File: src/rtl/pipelined_skip_adder.sv
// rtl/pipelined_skip_adder.sv - carry-skip adder split into STAGES pipelined slices with valid/ready flow control
// Each stage finishes one slice; higher slices of A/B ride along until their stage comes up.

module pipelined_skip_adder #(
    parameter int WIDTH  = 32,
    parameter int BLOCK  = 4,
    parameter int STAGES = 2
) (
    input  logic             clk,
    input  logic             rst,
    input  logic             in_valid,
    output logic             in_ready,
    input  logic [WIDTH-1:0] a,
    input  logic [WIDTH-1:0] b,
    input  logic             carry_in,
    input  logic             sub,
    output logic             out_valid,
    input  logic             out_ready,
    output logic [WIDTH-1:0] sum,
    output logic             carry_out,
    output logic             overflow
);

    localparam int SW = WIDTH / STAGES;
    localparam int NG = SW / BLOCK;

    if ((WIDTH % (STAGES * BLOCK)) != 0) begin : g_bad_cfg
        $error("pipelined_skip_adder: WIDTH must be a multiple of STAGES*BLOCK");
    end

    // Returns {carry_out, sum} for one slice; each group either ripples or forwards its carry-in.
    function automatic logic [SW:0] skip_add(input logic [SW-1:0] x, input logic [SW-1:0] y,
                                             input logic cin);
        logic [SW-1:0] s;
        logic          c;
        logic          gc;
        logic          rc;
        logic          p;
        s = '0;
        c = cin;
        for (int g = 0; g < NG; g++) begin
            gc = c;
            rc = c;
            p  = 1'b1;
            for (int i = 0; i < BLOCK; i++) begin
                s[g*BLOCK+i] = x[g*BLOCK+i] ^ y[g*BLOCK+i] ^ rc;
                rc = (x[g*BLOCK+i] & y[g*BLOCK+i]) | (rc & (x[g*BLOCK+i] ^ y[g*BLOCK+i]));
                p  = p & (x[g*BLOCK+i] ^ y[g*BLOCK+i]);
            end
            c = p ? gc : rc;
        end
        return {c, s};
    endfunction

    logic [STAGES-1:0] r_v;
    logic [STAGES-1:0] w_adv;
    logic [STAGES-1:0] w_v_in;

    // A stage may advance if it or any stage downstream of it has room.
    always_comb begin
        logic l_full;
        l_full = 1'b1;
        w_adv  = '0;
        for (int k = STAGES - 1; k >= 0; k--) begin
            l_full   = l_full & r_v[k];
            w_adv[k] = out_ready | ~l_full;
        end
    end

    assign w_v_in    = (r_v << 1) | STAGES'(in_valid);
    assign in_ready  = ~rst & w_adv[0];
    assign out_valid = r_v[STAGES-1];

    always_ff @(posedge clk) begin
        if (rst) begin
            r_v <= '0;
        end else begin
            for (int k = 0; k < STAGES; k++) begin
                if (w_adv[k]) begin
                    r_v[k] <= w_v_in[k];
                end
            end
        end
    end

    for (genvar k = 0; k < STAGES; k++) begin : g_stage
        localparam int YW = WIDTH - k * SW;

        logic [WIDTH-1:0] w_x;
        logic [YW-1:0]    w_y;
        logic             w_c;
        logic [SW:0]      w_res;
        logic [WIDTH-1:0] w_x_nxt;
        logic             w_ld;
        logic [WIDTH-1:0] r_x;
        logic             r_c;

        if (k == 0) begin : g_src
            assign w_x = a;
            assign w_y = sub ? ~b : b;
            assign w_c = sub | carry_in;
        end else begin : g_src
            assign w_x = g_stage[k-1].r_x;
            assign w_y = g_stage[k-1].g_fwd.r_y;
            assign w_c = g_stage[k-1].r_c;
        end

        assign w_res = skip_add(w_x[k*SW +: SW], w_y[SW-1:0], w_c);
        assign w_ld  = w_adv[k] & w_v_in[k];

        always_comb begin
            w_x_nxt              = w_x;
            w_x_nxt[k*SW +: SW]  = w_res[SW-1:0];
        end

        // Data registers only move with a valid beat so empty stages never disturb the outputs.
        always_ff @(posedge clk) begin
            if (rst) begin
                r_x <= '0;
                r_c <= 1'b0;
            end else if (w_ld) begin
                r_x <= w_x_nxt;
                r_c <= w_res[SW];
            end
        end

        if (k < STAGES - 1) begin : g_fwd
            logic [YW-SW-1:0] r_y;
            always_ff @(posedge clk) begin
                if (rst) begin
                    r_y <= '0;
                end else if (w_ld) begin
                    r_y <= w_y[YW-1:SW];
                end
            end
        end else begin : g_last
            logic r_ov;
            // Carry into the MSB is recovered as x ^ y ^ sum at that bit.
            always_ff @(posedge clk) begin
                if (rst) begin
                    r_ov <= 1'b0;
                end else if (w_ld) begin
                    r_ov <= w_x[WIDTH-1] ^ w_y[SW-1] ^ w_res[SW-1] ^ w_res[SW];
                end
            end
            assign sum       = r_x;
            assign carry_out = r_c;
            assign overflow  = r_ov;
        end
    end

endmodule

File: config.mk
export PLATFORM = sky130hd
export DESIGN_NAME = pipelined_skip_adder
export DESIGN_NICKNAME = d
export VERILOG_FILES = /design/src/rtl/pipelined_skip_adder.sv
export SDC_FILE = /design/constraint.sdc
export NUM_CORES = 1
export LEC_CHECK = 0
export CORE_MARGIN = 3
export CORE_UTILIZATION = 46
export CTS_BUF_LIST = sky130_fd_sc_hd__clkbuf_16
export DETAILED_ROUTE_END_ITERATION = 12
export PLACE_DENSITY = 0.87
export SLEW_MARGIN = 40
export SYNTH_ARGS = -nofsm -noshare
export SYNTH_HDL_FRONTEND = slang
export SYNTH_SLANG_ARGS = --single-unit
File: constraint.sdc
create_clock -name clk -period 8.9 [get_ports clk]
set_clock_uncertainty 0.05 [all_clocks]
set_input_delay 0.89 -clock clk [delete_from_list [all_inputs] [get_ports clk]]
set_output_delay 0.89 -clock clk [all_outputs]
set_load 0.02 [all_outputs]
---- Word level (Yosys, flattened, before mapping) ----
Index checks and enable logic that the tools add are counted.
cells by class
  divide/modulo/power cells ............... 0
  order comparisons ....................... 0
  multipliers ............................. 0
  bitwise logic cells ..................... 198
  eq/ne operators ......................... 0
  reductions and logical operators ........ 0
  add/sub/neg operators ................... 0
  shift operators ......................... 0
  multiplexer cells ....................... 9
operators with widths
  operator           count
  AND 1 bit          92
  XOR 1 bit          66
  OR 1 bit           35
  2-to-1 mux 32 bit  1
  inverter 32 bit    1
  2-to-1 mux 1 bit   8
  inverter 1 bit     3
  OR 2 x 1 -> 2 bit  1
word-level totals
  logic and storage cells ................. 215
  output and inout bits ................... 36
  memory bits (read-only) ................. 0
  register bits after elaboration ......... 85
  memories ................................ 0
  RAM bits ................................ 0
  bits in latches ......................... 0
  input bits .............................. 70

---- Depth between registers and ports, before layout ----
  depth in word-level cells ............... 39
  depth in mapped cells ................... 31
  gate-level depth less buffers ........... 29

---- Worst setup path after synthesis ----
Ideal clock, no wire load.
  kind .................................... input to register
  start point ............................. input port sub
  end point ............................... register g_stage[0].r_x[15]
  data required time ...................... 8718 ps
  arrival time ............................ 8731 ps
  setup slack ............................. -13 ps
  buffers on the path ..................... 2
  library setup time ...................... 132 ps
  stages .................................. 31
  path through ............................ buf_2 buf_2 xor2_1 inv_1 fa_1 fa_1 fa_1 fa_1 mux2i_1 inv_1 fa_1 fa_1 fa_1 fa_1 nand2_1 o21ai_1 fa_1 inv_1 fa_1 inv_1 fa_1 fa_1 and2_1 a21o_1 fa_1 fa_1 fa_1 inv_1 fa_1 nand2_1 a21oi_1
between the ends
  longest elaborated chain between the ends .. 36
  elaborated cells between the ends (all ways) .. 76
  classes of those cells .................. mux: 4; bitwise: 72
ends and longest elaborated chain
  item                      line    source
  start: declaration        16      input logic sub,
  2-to-1 mux 32 bit         100     assign w_y = sub ? ~b : b;
  XOR 1 bit                 47, 48
  AND 1 bit                 47      rc = (x[g*BLOCK+i] & y[g*BLOCK+i]) | (rc & (x[g*BLOCK+i] ^ y[g*BLOCK+i]));
  OR 1 bit                  47
  AND 1 bit                 47
  OR 1 bit                  47
  AND 1 bit                 47
  OR 1 bit                  47
  (+21 left out)            --
  AND 1 bit                 47
  OR 1 bit                  47
  AND 1 bit                 47
  OR 1 bit                  47
  AND 1 bit                 47
  OR 1 bit                  47
  XOR 1 bit (*)             46      s[g*BLOCK+i] = x[g*BLOCK+i] ^ y[g*BLOCK+i] ^ rc;
  net g_stage[0].w_res[15]  92      logic [SW:0] w_res;
  end signal: assignment    122     r_x <= w_x_nxt;
  end: declaration          95      logic [WIDTH-1:0] r_x;
Mark *: on every way through the listed nets, which the timed path passes. The rest lies on a longest branch.
A chain may end at the register's enable or synchronous reset.

---- Worst setup path in the final report ----
  start point ............................. register g_stage[0].r_c
  end point ............................... register g_stage[1].g_last.r_ov, in the netlist overflow
between the ends
  longest elaborated chain between the ends .. 37
  elaborated cells between the ends (all ways) .. 39
  classes of those cells .................. mux: 4; bitwise: 35
ends and longest elaborated chain
  item                      line  source
  start: declaration        96    logic r_c;
  start signal: assignment  123   r_c <= w_res[SW];
  AND 1 bit                 47
  OR 1 bit                  47
  AND 1 bit                 47
  OR 1 bit                  47
  AND 1 bit                 47
  OR 1 bit                  47
  AND 1 bit                 47
  OR 1 bit                  47
  (+21 left out)            --
  AND 1 bit                 47
  OR 1 bit                  47
  AND 1 bit                 47
  OR 1 bit                  47
  AND 1 bit                 47
  OR 1 bit                  47
  2-to-1 mux 1 bit          50    c = p ? gc : rc;
  XOR 1 bit (*)             143   r_ov <= w_x[WIDTH-1] ^ w_y[SW-1] ^ w_res[SW-1] ^ w_res[SW];
  end signal: assignment    143
  end: declaration          137   logic r_ov;
Every way passes the cells marked *; elsewhere a longest branch is shown, timed or not.

==> results <==
- The cell area after technology mapping is 4586 um2.
- In this run the critical register-to-register path is captured at overflow.
- Clock-pin slew was measured on the worst setup and hold paths at approximately 0.06 ns.
- Setup repair after global routing left no endpoint under its margin.
- The top metal layer carrying routed signals is met4.
- Power comes to approximately 1000 uW.
- The static power due to leakage is approximately 0.0025 uW.
- Net switching is 26.85% of the power.
- The slack of the worst reg-to-reg path is 0.42 ns.
- The detailed router put a total of 4.516 mm of wire on met1.
- The first-pass GRT wire length is 17.66 mm.
- The repair_antennas step left the layout with diodes totalling 0.
- In this run the most critical hold path is launched from g_stage[0].r_x[9].
- The area taken by multi-input logic gates is 2648 um2.
- The most common cell type on the critical path is sky130_fd_sc_hd__fa_1.
- Global routing used 19.48% of the available tracks across all layers.
- The number of enable flip-flop cells after synthesis is 0.
- The tool flagged a number of max-cap violations equal to 0.
- The wire length per cell after detailed routing is 14.20 um.
- The internal power summed over all cells is about 760 uW.
- The worst hold path terminates at sum[9].
- Of the total synthesized cell area, the portion taken by full adders, half adders and majority gates is 22.70%.
- Measured against the total synthesized area, the mux share comes to 0.4638%.
- The synthesis warning total is 0.
- After detailed routing, the number of remaining DRC violations is 0.
- The library cell occupying the most area in the post-synthesis netlist is sky130_fd_sc_hd__dfxtp_1.
- The total instance count after detailed placement is between 700 and 800.
- The instance count on the critical path is 29.
- The final instance count without filler cells is roughly 740.
- The number of cells traversed by the worst register-to-register path is 29.
- The number of filler cells placed in the layout is 764.
- The basic-gate share of the synthesized area counting and, or, nand and nor cells is 14.71%.
- The hold path depth is 2.
- Counting flops with an async set or reset pin after synthesis yields a share of 0%.
- The number of global-route vias before repair was 3848.
- TritonCTS built the clock tree.
- In the finished design, the share of the clock period the worst path needs comes to a little over nine tenths.
- At the pin with the least slew margin, the transition time is 0.6518 ns.
- In this run, the number of DRC markers left after iteration 0 of detailed routing was 117.
- The number of hold buffers added after CTS was 0.
- The number of hold-slack violations in the final timing report was 0.
- The share of the synthesized area in compound gates (AO/OA/AOI/OAI) is 12.47%.
- Together, buffers and inverters on the worst path number 3.
- The maximum fanout count along the critical path is 4.
- For the worst setup path, the data required time is approximately 9.1 ns.
- The number of failing setup endpoints in the final timing report is 0.
- The die covers 11200 um2.
- Dividing total power by cell area gives a power density of 169.8 nW/um2.
- Data arrives at the worst endpoint at 8.68 ns.
- The number of max-slew violations in the final report is 0.
- Yosys mapped the design onto 34 distinct sky130hd cell types.
- The top cell type by area accounts for 37.11% of the synthesized area.
- Of the cells placed in the final design, the portion with a size suffix greater than 1 is 7.993%.
- The flow ran to the end, and the final reports show no timing, DRC or antenna violations.
- The vias per cell is about 5.
- The post-synthesis area per instance is 8.974 um2.
- The post-synthesis sequential element count is between 80 and 90.
- The cell at the root of the clock tree is sky130_fd_sc_hd__clkbuf_16.
- In the final timing run, aggregate negative setup slack is 0 ns.
- The worst path meets setup with 0.4181 ns of slack.
- The dominant combinational cell family by area after synthesis is adder cells.
- The first TritonRoute pass finished after 4 iterations.
- The residual antenna-violating net count after detailed routing is 0.
- The synthesized netlist net count is 645.
- Counting every sink on the clock net gives between 80 and 90.
- Relative to the synthesized area, the layout overhead comes to 33.32%.
- The most used flip-flop cell after synthesis is sky130_fd_sc_hd__dfxtp_1.
- Routability-driven placement finished with a final weighted congestion of a little under 0.8.
- The largest buffer count on any clock path is 2.
- STA classifies the critical path startpoint as a register.
- For this run, the slowest stage of the critical path takes 0.48 ns.
- Per report_power, the combinational group accounts for 21.0% of the total.
- OpenSTA, run right after detailed placement, puts the worst setup slack at -0.5703 ns.
- The sequential-to-total area share from yosys stat is 37.11%.
- On the critical path the largest part of the delay comes from adder cells.
- The area of the core region is 9459 um2.
- Cells fill 64.63% of the core in the end.
- The height of the die is 105.8 um.
- The total via count after detailed routing is around 3700.
- Global routing finished with a remaining overflow of 0.
- The initial utilization of the core area, before any placement, comes to 48.48%.
- The clock reaches the later pin of the worst-skew pair after approximately 0.34 ns.
- The pin count of the biggest net entering global routing is 87.
- The floorplan has 35 rows.
- The net switching power is about 280 uW.
- By area the synthesized netlist is led by sky130_fd_sc_hd__dfxtp_1 (37%), sky130_fd_sc_hd__fa_1 (14%), sky130_fd_sc_hd__ha_1 (8.7%).
- Buffers placed on the I/O ports in this run total approximately 110.
- The worst setup path is captured at a register.
- Pin placement for this block handled between 100 and 150 I/O pins.
- At the end of the flow, the number of nets in the layout was roughly 740.
- The relative slew slack is 56.55%.
- After technology mapping, the gate count stands at 511.
- The routed wire length on met3 is ~640 um.
- The total clock buffers created by CTS is 9.
- The routed design could run at a clock period as short as 8.482 ns.
- VDD sags by at most 0.08801 mV.
- The floorplan step set the die width to 105.8 um.
- By startpoint and endpoint, the worst setup path is classified as register to register.
- Of the total power, registers draw a little over 40%.
- The combined flip-flop and latch cell area is 1702 um2.
- The min-delay analysis places its worst path in the category register to register.
- The post-synthesis xor/xnor area fraction is 6.303%.
- The placed wire-length estimate after detailed placement is around 7.5 mm.
- The initial antenna violation count is 0.
- The number of levels in the clock H-tree is 3.
- The part of the total power dissipated in the clock network is ~38%.
- The worst flop-to-flop path startpoint is g_stage[0].r_c.
- The total wire length after detailed routing is 10.54 mm.
- The maximum clock frequency is 117.9 MHz.
- The slowest stage cell on the critical path is sky130_fd_sc_hd__or4_4.
- The total length of routed met2 wires is 5.186 mm.
-- final cells by class --
class | count | share of cell area [%]
clock buffer | 9 | 3.684
clock inverter | 7 | 1.474
inverter | 40 | 2.456
multi-input combinational | 355 | 43.31
sequential | 85 | 27.83
tap | 129 | 2.640
timing repair buffer | 117 | 18.60
-- metrics by stage --
stage	cell area (um2)	hold slack (ns)
2_1_floorplan	4588	0.3821
3_3_place_gp	5731	0.3868
3_5_place_dp	5731	0.3957
4_1_cts	6071	0.4038
5_1_grt	6113	0.4177
6_report	6113	0.4015
-- worst min-delay path, cell delays in order (launching register included) --
cell and delay (ns):
sky130_fd_sc_hd__dfxtp_1 0.31, sky130_fd_sc_hd__nand2_1 0.05, sky130_fd_sc_hd__a21oi_1 0.05
-- repair_timing --
action / 4_1_cts / 5_1_grt
resized for setup: 4 / 12
buffers inserted: 2 / 0
pin swaps: 1 / 1
endpoints found under the setup margin: 2 / 3
hold endpoints to repair: 0 / 0
-- Yosys cell counts (7+ instances only) --
master,n
sky130_fd_sc_hd__buf_2,7
sky130_fd_sc_hd__dfxtp_1,85
sky130_fd_sc_hd__nand2_1,103
sky130_fd_sc_hd__a21oi_1,53
sky130_fd_sc_hd__xnor2_1,14
sky130_fd_sc_hd__fa_1,32
sky130_fd_sc_hd__xor2_1,19
sky130_fd_sc_hd__a211oi_1,32
sky130_fd_sc_hd__ha_1,32
sky130_fd_sc_hd__nor2_1,41
sky130_fd_sc_hd__nand4_1,8
sky130_fd_sc_hd__clkbuf_1,18
sky130_fd_sc_hd__inv_1,40
-- how the worst max path moves through the flow --
stage                    from  slack [ns]            endpoint
2_1_floorplan             sub        0.06  g_stage[0].r_x[15]
3_3_place_gp             b[0]       -0.30  g_stage[0].r_x[15]
3_5_place_dp             b[0]       -0.57  g_stage[0].r_x[15]
4_1_cts                  b[0]        0.02  g_stage[0].r_x[15]
5_1_grt        g_stage[0].r_c        0.06            overflow
6_report       g_stage[0].r_c        0.42            overflow
-- registers in the layout (all words and copies together), names as in the netlist --
signal / flops
g_stage.r_c: 1
sum: 32
g_stage.r_x: 32
g_stage.g_fwd.r_y: 16
r_v: 2
carry_out: 1
overflow: 1
-- logic make-up after synthesis --
| group | after synthesis |
|---|---|
| AOI/OAI and AO/OA | 93 |
| xor gates and xnor gates | 33 |
| adders and majority gates | 64 |
| buffers and inverters | 71 |
| DFF | 85 |
| muxes | 2 |
| and+or+nand+nor | 163 |
-- power by group through the flow --
stage,logic [uW],clock network (uW),registers (uW)
4_1_cts,215,400,429
6_report,218,391,429
3_5_place_dp,211,0,437
3_3_place_gp,201,0,435
5_1_grt,244,416,433
2_1_floorplan,117,0,443
-- layout by cell type, fill, tap and decap left out, types with 8 or more instances in the layout --
cell type / instances
sky130_fd_sc_hd__fa_2: 10
sky130_fd_sc_hd__buf_4: 11
sky130_fd_sc_hd__nand4_1: 8
sky130_fd_sc_hd__inv_1: 38
sky130_fd_sc_hd__fa_1: 22
sky130_fd_sc_hd__clkbuf_16: 9
sky130_fd_sc_hd__ha_1: 32
sky130_fd_sc_hd__dfxtp_1: 85
sky130_fd_sc_hd__xnor2_1: 14
sky130_fd_sc_hd__nor2_1: 41
sky130_fd_sc_hd__a21oi_1: 53
sky130_fd_sc_hd__nand2_1: 102
sky130_fd_sc_hd__xor2_1: 18
sky130_fd_sc_hd__clkdlybuf4s50_1: 102
sky130_fd_sc_hd__a211oi_1: 32
-- per-layer routing --
| layer | vias to the layer above | track usage, % |
|---|---|---|
| met3 | 19 | 4.776 |
| met2 | 103 | 34.97 |
| met5 | - | 0 |
| met1 | 1773 | 22.65 |
| li1 | 1832 | - |
| met4 | 0 | 6.383 |
Note: power is estimated with default switching activity, not from simulation.
